[src/rtl/inst_fetcher_pkg.sv]
// Shared widths, opcode constant, FSM encodings and queue entry layout for the instruction fetcher.
// Latency: none (types and constants only).
// Backpressure: none (types and constants only).
package inst_fetcher_pkg;

   localparam int XLEN = 32;

   localparam logic [6:0] OPCODE_JAL = 7'b1101111;

   localparam logic [1:0] ST_IDLE = 2'd0;
   localparam logic [1:0] ST_BUSY = 2'd1;
   localparam logic [1:0] ST_DROP = 2'd2;

   typedef struct packed {
      logic [XLEN-1:0] pc;
      logic [XLEN-1:0] inst;
      logic [XLEN-1:0] pred_pc;
   } fetch_entry_t;

   // Sign-extended J-type immediate; bit 0 is always zero.
   function automatic logic [XLEN-1:0] jal_imm(input logic [XLEN-1:0] d);
      return {{12{d[31]}}, d[19:12], d[20], d[30:21], 1'b0};
   endfunction

endpackage

[src/rtl/inst_queue.sv]
// Circular queue of {pc, inst, pred_pc}; head is read combinationally.
// Latency: a push is visible at the head one cycle later.
// Backpressure: none internally; the caller never pushes when full or pops when empty. Flush wins over push/pop.
module inst_queue
   import inst_fetcher_pkg::*;
#(
   parameter int DEPTH = 8
) (
   input  logic                     clk,
   input  logic                     rst,
   input  logic                     push,
   input  logic                     pop,
   input  logic                     flush,
   input  fetch_entry_t             push_dat,
   output fetch_entry_t             head_dat,
   output logic [$clog2(DEPTH):0]   count,
   output logic                     full,
   output logic                     empty
);

   localparam int PW = $clog2(DEPTH);
   localparam int CW = PW + 1;

   fetch_entry_t  mem_q [DEPTH];
   fetch_entry_t  mem_d [DEPTH];
   logic [PW-1:0] head_q, head_d;
   logic [PW-1:0] tail_q, tail_d;
   logic [CW-1:0] count_q, count_d;

   always_comb begin
      mem_d   = mem_q;
      head_d  = head_q;
      tail_d  = tail_q;
      count_d = count_q;
      if (flush) begin
         head_d  = '0;
         tail_d  = '0;
         count_d = '0;
      end else begin
         if (push) begin
            mem_d[tail_q] = push_dat;
            tail_d        = tail_q + PW'(1);
         end
         if (pop) begin
            head_d = head_q + PW'(1);
         end
         case ({push, pop})
            2'b10:   count_d = count_q + CW'(1);
            2'b01:   count_d = count_q - CW'(1);
            default: count_d = count_q;
         endcase
      end
   end

   always_ff @(posedge clk) begin
      if (rst) begin
         head_q  <= '0;
         tail_q  <= '0;
         count_q <= '0;
      end else begin
         head_q  <= head_d;
         tail_q  <= tail_d;
         count_q <= count_d;
      end
   end

   // Storage needs no reset: entries are only read while count is non-zero.
   always_ff @(posedge clk) begin
      mem_q <= mem_d;
   end

   assign head_dat = mem_q[head_q];
   assign count    = count_q;
   assign full     = (count_q == CW'(DEPTH));
   assign empty    = (count_q == '0);

endmodule

[src/rtl/inst_fetcher.sv]
// Fetches one instruction word at a time and queues {pc, inst, pred_pc} for decode; JAL_PREDICT_EN adds JAL target prediction.
// Latency: push one cycle after mem_done; one instruction per (memory latency + 2) cycles.
// Backpressure: no request while the queue is full; rdy low freezes everything; redirect flushes and drops any in-flight word.
module inst_fetcher
   import inst_fetcher_pkg::*;
#(
   parameter int          QUEUE_DEPTH = 8,
   parameter logic [31:0] RESET_PC    = 32'h0
) (
   input  logic        clk,
   input  logic        rst,
   input  logic        rdy,
   output logic        mem_req_valid,
   output logic [31:0] mem_req_addr,
   input  logic        mem_done,
   input  logic [31:0] mem_data,
   output logic        out_valid,
   output logic [31:0] out_inst,
   output logic [31:0] out_pc,
   output logic [31:0] out_pred_pc,
   input  logic        out_ready,
   input  logic        redirect_valid,
   input  logic [31:0] redirect_pc
);

   localparam int CW = $clog2(QUEUE_DEPTH) + 1;

   logic [1:0]      state_q, state_d;
   logic [XLEN-1:0] pc_q, pc_d;
   logic            req_vld_q, req_vld_d;
   logic [XLEN-1:0] req_addr_q, req_addr_d;
   logic [XLEN-1:0] next_pc;
   logic            push_req;

   logic            q_push, q_pop, q_flush;
   logic            q_full, q_empty;
   logic [CW-1:0]   q_count;
   fetch_entry_t    q_push_dat, q_head;

   always_comb begin
      next_pc = pc_q + 32'd4;
`ifdef JAL_PREDICT_EN
      if (mem_data[6:0] == OPCODE_JAL) begin
         next_pc = pc_q + jal_imm(mem_data);
      end
`endif
   end

   always_comb begin
      state_d    = state_q;
      pc_d       = pc_q;
      req_vld_d  = req_vld_q;
      req_addr_d = req_addr_q;
      push_req   = 1'b0;
      case (state_q)
         ST_IDLE: begin
            if (redirect_valid) begin
               pc_d = redirect_pc;
            end else if (!q_full) begin
               req_vld_d  = 1'b1;
               req_addr_d = pc_q;
               state_d    = ST_BUSY;
            end
         end
         ST_BUSY: begin
            // A response landing together with a redirect belongs to the old path.
            if (redirect_valid) begin
               pc_d = redirect_pc;
               if (mem_done) begin
                  req_vld_d = 1'b0;
                  state_d   = ST_IDLE;
               end else begin
                  state_d = ST_DROP;
               end
            end else if (mem_done) begin
               push_req  = 1'b1;
               pc_d      = next_pc;
               req_vld_d = 1'b0;
               state_d   = ST_IDLE;
            end
         end
         ST_DROP: begin
            if (redirect_valid) begin
               pc_d = redirect_pc;
            end
            if (mem_done) begin
               req_vld_d = 1'b0;
               state_d   = ST_IDLE;
            end
         end
         default: begin
            req_vld_d = 1'b0;
            state_d   = ST_IDLE;
         end
      endcase
   end

   always_ff @(posedge clk) begin
      if (rst) begin
         state_q    <= ST_IDLE;
         pc_q       <= RESET_PC;
         req_vld_q  <= 1'b0;
         req_addr_q <= '0;
      end else if (rdy) begin
         state_q    <= state_d;
         pc_q       <= pc_d;
         req_vld_q  <= req_vld_d;
         req_addr_q <= req_addr_d;
      end
   end

   assign q_push_dat = '{pc: pc_q, inst: mem_data, pred_pc: next_pc};
   assign q_flush    = rdy & redirect_valid;
   assign q_push     = rdy & push_req;
   assign q_pop      = rdy & out_ready & ~q_empty & ~redirect_valid;

   inst_queue #(
      .DEPTH (QUEUE_DEPTH)
   ) u_queue (
      .clk      (clk),
      .rst      (rst),
      .push     (q_push),
      .pop      (q_pop),
      .flush    (q_flush),
      .push_dat (q_push_dat),
      .head_dat (q_head),
      .count    (q_count),
      .full     (q_full),
      .empty    (q_empty)
   );

   assign mem_req_valid = req_vld_q;
   assign mem_req_addr  = req_addr_q;
   assign out_valid     = (q_count != '0);
   assign out_inst      = q_head.inst;
   assign out_pc        = q_head.pc;
   assign out_pred_pc   = q_head.pred_pc;

endmodule

[config.mk]
export PLATFORM = sky130hd
export DESIGN_NAME = inst_fetcher
export DESIGN_NICKNAME = d
export VERILOG_FILES = /design/src/rtl/inst_fetcher_pkg.sv /design/src/rtl/inst_queue.sv /design/src/rtl/inst_fetcher.sv
export SDC_FILE = /design/constraint.sdc
export NUM_CORES = 1
export LEC_CHECK = 0
export ABC_AREA = 1
export BUFFER_PORTS_ARGS = -buffer_cell sky130_fd_sc_hd__buf_2
export CAP_MARGIN = 20
export CORE_AREA = 10 10 257 259
export CTS_CLUSTER_SIZE = 10
export DETAILED_ROUTE_END_ITERATION = 7
export DIE_AREA = 0 0 267 269
export PLACE_DENSITY = 0.73
export SLEW_MARGIN = 20
export SYNTH_ARGS = -nofsm -noshare
export SYNTH_HDL_FRONTEND = slang
export SYNTH_SLANG_ARGS = --single-unit
export TNS_END_PERCENT = 1
[constraint.sdc]
create_clock -name clk -period 17.35 [get_ports clk]
set_clock_uncertainty 0.15 [all_clocks]
set_input_delay 0.8675 -clock clk [delete_from_list [all_inputs] [get_ports clk]]
set_output_delay 0.8675 -clock clk [all_outputs]
set_load 0.02 [all_outputs]
== Word-level counts from Yosys, hierarchy flattened ==
Index checks and enable logic that the tools add are counted.
W data, S select, Z words.

* Output and inout port bits: 130
* Register bits after elaboration: 845
* Input bits: 70
* Word-level logic and storage cells: 98

* Add/subtract/negate cells: 5
* Reductions and logical operators: 14
* Equal/unequal tests: 10
* Multiplexer cells: 24
* Bitwise operators: 11
* $lt $le $gt $ge: 3

{| class="wikitable"
|+ Operator list
! cell !! number
|-
| $bwmux W768 || 1
|-
| $bmux W96 S3 || 1
|-
| $demux W96 S3 || 1
|-
| $mux W96 || 3
|-
| $mux W32 || 3
|-
| $pmux W32 S2 || 1
|-
| $add A32 B3 Y32 const B || 1
|-
| $reduce_and A4 Y1 || 3
|-
| $mux W2 || 5
|-
| $ge A4 B4 Y1 const B || 2
|-
| $not A3 Y4 || 2
|-
| $pmux W4 S2 || 1
|-
| $add A3 B1 Y3 const B || 2
|-
| $mux W1 || 6
|-
| $pmux W2 S3 || 1
|-
| $reduce_or A2 Y1 || 3
|-
| $and A1 B1 Y1 || 5
|-
| $add A4 B1 Y4 const B || 1
|-
| $eq A2 B1 Y1 const B || 2
|-
| $eq A2 B2 Y1 const B || 2
|-
| $eq A4 B4 Y1 const B || 1
|-
| $logic_not A4 Y1 || 1
|-
| $lt A4 B1 Y1 const B || 1
|-
| $ne A2 B1 Y1 const B || 2
|-
| other kinds (11) || 16
|}

== Longest topological paths before layout ==
* Depth in word-level cells: 6
* Depth in mapped cells: 12

== Cells and area by module ==
A second synthesis with hierarchy kept.

* Cells, all modules: 2815
* Area total of the unflattened synthesis: 34269.1 um^2

{| class="wikitable"
|+ Modules (own cells, without submodules)
! module !! seq. area each (um^2) !! cells each !! area each (um^2) !! times used
|-
| inst_queue || 23262.3 || 2249 || 30434.2 || 1
|-
| inst_fetcher || 1341.3 || 566 || 3834.9 || 1
|}

== Least setup slack after synthesis ==
No wires, ideal clock.

* Kind: input port to flip-flop
* From: in redirect_valid
* To: reg u_queue.mem_q[672] (netlist bit) (enable)
* Library setup time: 0.662 ns
* Arrival: 7.827 ns
* Path buffers: 0
* Cell stages on the path: 7
* Setup slack: 8.711 ns
* Data required time: 16.538 ns
* Path through: inv_1 -> nand2_1 -> inv_1 -> nand3_1 -> inv_1 -> nand2_1 -> nor3_1

* Cells in the longest elaborated chain, start to end: 4

{| class="wikitable"
|+ Ends and longest elaborated chain
! item !! RTL line !! RTL
|-
| from (decl) || inst_fetcher.sv:22 || <nowiki>input logic redirect_valid,</nowiki>
|-
| $mux W1 || inst_fetcher.sv:67 || <nowiki>if (redirect_valid) begin</nowiki>
|-
| $mux W1 || inst_fetcher.sv:55 || <nowiki>case (state_q)</nowiki>
|-
| $and A1 B1 Y1 || inst_fetcher.sv:114 || <nowiki>assign q_push = rdy & push_req;</nowiki>
|-
| $reduce_and A2 Y1 (no source line) * || n/a ||
|-
| to (signal assigned) || inst_queue.sv:69 || <nowiki>mem_q <= mem_d;</nowiki>
|-
| to (decl) || inst_queue.sv:24 || <nowiki>fetch_entry_t mem_q [DEPTH];</nowiki>
|}

Every way passes the cells marked *; elsewhere a longest branch is shown, timed or not.
A chain may end at the register's enable or synchronous reset.

== Final worst setup path ==
* From: reg u_queue.head_q[1]
* To: out out_pred_pc[15]

* Cells in the longest elaborated chain, start to end: 4

{| class="wikitable"
|+ Ends and longest elaborated chain
! item !! RTL line !! RTL
|-
| from (decl) || inst_queue.sv:26 || <nowiki>logic [PW-1:0] head_q, head_d;</nowiki>
|-
| from (signal assigned) || inst_queue.sv:57 || <nowiki>head_q <= '0;</nowiki>
|-
| from (signal assigned) || inst_queue.sv:61 || <nowiki>head_q <= head_d;</nowiki>
|-
| $not A3 Y4 (not written as such) || inst_queue.sv:72 || <nowiki>assign head_dat = mem_q[head_q];</nowiki>
|-
| $bmux W96 S3 || inst_queue.sv:72 ||
|-
| $mux W96 (not written as such) (2 in a row) || inst_queue.sv:72 ||
|-
| to (decl) || inst_fetcher.sv:20 || <nowiki>output logic [31:0] out_pred_pc,</nowiki>
|}

Every way passes these cells. The select of a mux whose other input is x is not followed.

==> flow_summary_export.csv <==
group,metric,value,unit
global_routing,grtUsageTotal,0.2292,
setup_path,cp.required,16.33,ns
sta,period_needed,5.344,ns
placement,dp_cells,3588,
synthesis,syn_inst,2747,
floorplan,dieArea,71820,µm²
clock_tree,cts_made_buffers,94,
synthesis,syn-cell-area,33280,µm²
run_status,outcome,"finished, final reports clean",
pwr,p_comb_frac,0.024,
hold_path,hold_start,"mem_req_addr[10]$_SDFFE_PP0P_",
synthesis,yosysTopAreaCellShare,0.6786,
pwr,leakage,13.01,nW
synthesis,avgSynthCellArea,12.11,µm²
hold_path,holdPathStages,2,
pwr,pwr-share-clk,0.428,
placement,io_buffers,199,
pwr,share_seq_of_total_power,0.548,
setup_path,r2r_start,"state_q[0]$_SDFFE_PP0P_",
setup_path,ff2ff_path_depth,7,
pwr,net-switching-power,0.8285,mW
synthesis,ys_types,35,
drt,ant_nets,0,
global_routing,grt_pass1_wl,127100,µm
sta,rsz0062_at_grt,"false",
final_layout,fill_cells,4555,
pwr,p_int,3.247,mW
final_layout,final_cells,3735,
setup_path,cp.arrival,4.33,ns
job,drv_cap,0,
hold_path,hold_end,"mem_req_addr[10]$_SDFFE_PP0P_",
global_routing,grt_max_degree,271,
synthesis,yosysMostFrequentCell,"edfxtp_1",
floorplan,rows,91,
pwr,ir_worst_vdd,75.49,µV
placement,place_hpwl,45430,µm
final_layout,post_route_cells_drive_above_1_share,0.1220,
sta,slew_violations,0,
synthesis,ys_seq_elements,829,
synthesis,synth_area_leader_cell,"edfxtp_1",
setup_path,startpoint_type,"flip-flop",
drt,drt_pre_antenna_iters,6,
sta,hold_viol_final,0,
clock_tree,root_buffer,"clkbuf_16",
setup_path,r2r_slack,13.67,ns
setup_path,cp-end-kind,"primary output",
synthesis,netlist_top_cells_area,"edfxtp_1 68%, nor2_1 6.9%, nand2_1 5.2%, o32ai_1 4.9%, dfxtp_1 4.6%",
placement,gp_congestion,0.8276,
clock_tree,clockBufferDepth,3,
synthesis,async_flop_share,0,
pwr,p_per_area,109.1,nW/µm²
global_routing,antenna_found_initial,5,
final_layout,fin_nets,2975,
synthesis,ys_warn_count,0,
drt,drc_errors,0,
final_layout,area.growth.synth_to_final,12.19,%
floorplan,die_w,267,µm
drt,dr_total_vias,22410,
sta,worstMarginPinSlew,1.136,ns
synthesis,synth_enable_flop_cells,752,
synthesis,synth_nets,2828,
drt,drtIter0Drc,2532,
setup_path,crit_path_max_fanout,114,
floorplan,dieHeight,269,µm
drt,wl_per_cell,22.41,µm
clock_tree,h-tree-depth,3,
clock_tree,clock_latency,0.65,ns
global_routing,first_global_vias,21820,
floorplan,start_util,0.5453,
clock_tree,post_cts_buffers,0,
sta,tns,0,ns
pwr,total_power,4.075,mW
synthesis,ys.flop_type,"edfxtp_1",
placement,placed_area,34670,µm²
clock_tree,ctsHoldBuffers,0,
drt,postRouteWirelength,83680,µm
sta,slew_headroom,0.2425,
final_layout,design_area,37340,µm²
drt,viasPerCell,6.001,
global_routing,globalRouteOverflowTotal,0,
synthesis,seq_area_frac_synth,0.7249,
setup_path,r2r_end,"u_queue.mem_q[314]$_DFFE_PP_",
sta,fmax,0.1871,GHz
pwr,swShare,0.2033,
floorplan,ios,200,
sta,finalCritPeriodShare,0.3080,
clock_tree,path_clk_slew,0.06,ns
clock_tree,cts_sinks,829,
synthesis,synth_commonest_cells,"752 x edfxtp_1, 614 x nor2_1, 458 x nand2_1, 226 x o21ai_0, 188 x o32ai_1",
sta,setup-violations-final,0,
clock_tree,cts_tree,"yes",
sta,holdWs,0.3109,ns
hold_path,worstHoldPathType,"flip-flop to flip-flop",
setup_path,criticalPathCategory,"flip-flop to primary output",
floorplan,core,61030,µm²
clock_tree,post_cts_resized,0,
-- worst max path at each step --
stage | start | endpoint | slack, ns
after floorplan | redirect_valid | u_queue.mem_q[672]$_DFFE_PP_ | 8.71
after global placement | u_queue.head_q[1]$_SDFFE_PP0P_ | out_pred_pc[15] | 12.83
after detailed placement | u_queue.head_q[1]$_SDFFE_PP0P_ | out_pred_pc[15] | 12.68
after CTS | u_queue.head_q[1]$_SDFFE_PP0P_ | out_pred_pc[15] | 11.99
after global routing | u_queue.head_q[1]$_SDFFE_PP0P_ | out_pred_pc[12] | 11.71
final | u_queue.head_q[1]$_SDFFE_PP0P_ | out_pred_pc[15] | 12.01
-- routing by layer --
metal | up-vias | part of all wire | routed length [µm] | global-route usage
met2 | 1047 | 0.48 | 40250 | 0.3712
met1 | 11080 | 0.41 | 33900 | 0.3058
li1 | 10140 | - | - | -
met4 | 4 | 0.020 | 1693 | 0.07539
met5 | - | 0.00025 | 21 | 0
met3 | 142 | 0.093 | 7817 | 0.04951
-- registers in the layout (all words and copies together), names as in the netlist --
register / flops
u_queue.mem_q: 752
mem_req_addr: 32
pc_q: 32
u_queue.count: 4
u_queue.head_q: 3
u_queue.tail_q: 3
state_q: 2
mem_req_valid: 1
-- kinds of logic after synthesis --
group,share of synthesized area
adder cells (fa/ha/maj),0.004361
AO/OA/AOI/OAI,0.09922
buffers and inverters,0.03226
AND/OR/NAND/NOR,0.1345
XOR/XNOR,0.004737
flip-flops,0.7249
-- layout make-up --
class / count / area, µm² / area share
Sequential cell: 829 / 24130 / 0.6464
Tap cell: 790 / 988.4 / 0.02647
Inverter: 46 / 190.2 / 0.005094
Timing Repair Buffer: 227 / 1222 / 0.03274
Multi-Input combinational cell: 1696 / 8147 / 0.2182
Antenna cell: 2 / 5.005 / 0.0001340
Clock inverter: 7 / 57.56 / 0.001542
Clock buffer: 138 / 2591 / 0.06940
-- worst max-delay path, stage by stage, from the launching register on --
cell	delay, ns
dfxtp_4	0.83
buf_4	0.88
buf_4	0.92
o21ai_0	0.27
o32ai_1	0.21
nand2_1	0.08
nand2_1	0.16
buf_2	0.20
-- power groups by stage --
| stage | Sequential, mW | Clock (mW) | Combinational, mW |
|---|---|---|---|
| floorplan | 2.26 | 0 | 0.0522 |
| global placement | 2.27 | 0 | 0.0935 |
| detailed placement | 2.27 | 0 | 0.0978 |
| CTS | 2.23 | 1.77 | 0.0986 |
| global route | 2.23 | 1.85 | 0.109 |
| finish | 2.23 | 1.74 | 0.0994 |
-- cells in the final DEF (no fill, tap or decap), types with 11 or more instances in the layout --
cell type,count
clkbuf_16,97
nand2_1,457
nor2_1,607
dfxtp_1,74
clkbuf_1,40
xor2_1,11
buf_2,199
buf_4,26
inv_1,42
o21ai_0,226
edfxtp_1,752
o32ai_1,188
a21oi_1,98
nand3_1,47
-- stage by stage --
step           setup slack [ns]  utilization
3_5_place_dp              12.68       0.5681
3_3_place_gp              12.83       0.5681
5_1_grt                   11.71       0.6118
2_1_floorplan             8.711            -
6_report                  12.01       0.6118
4_1_cts                   11.99       0.6115
(Power assumes the default switching activity.)
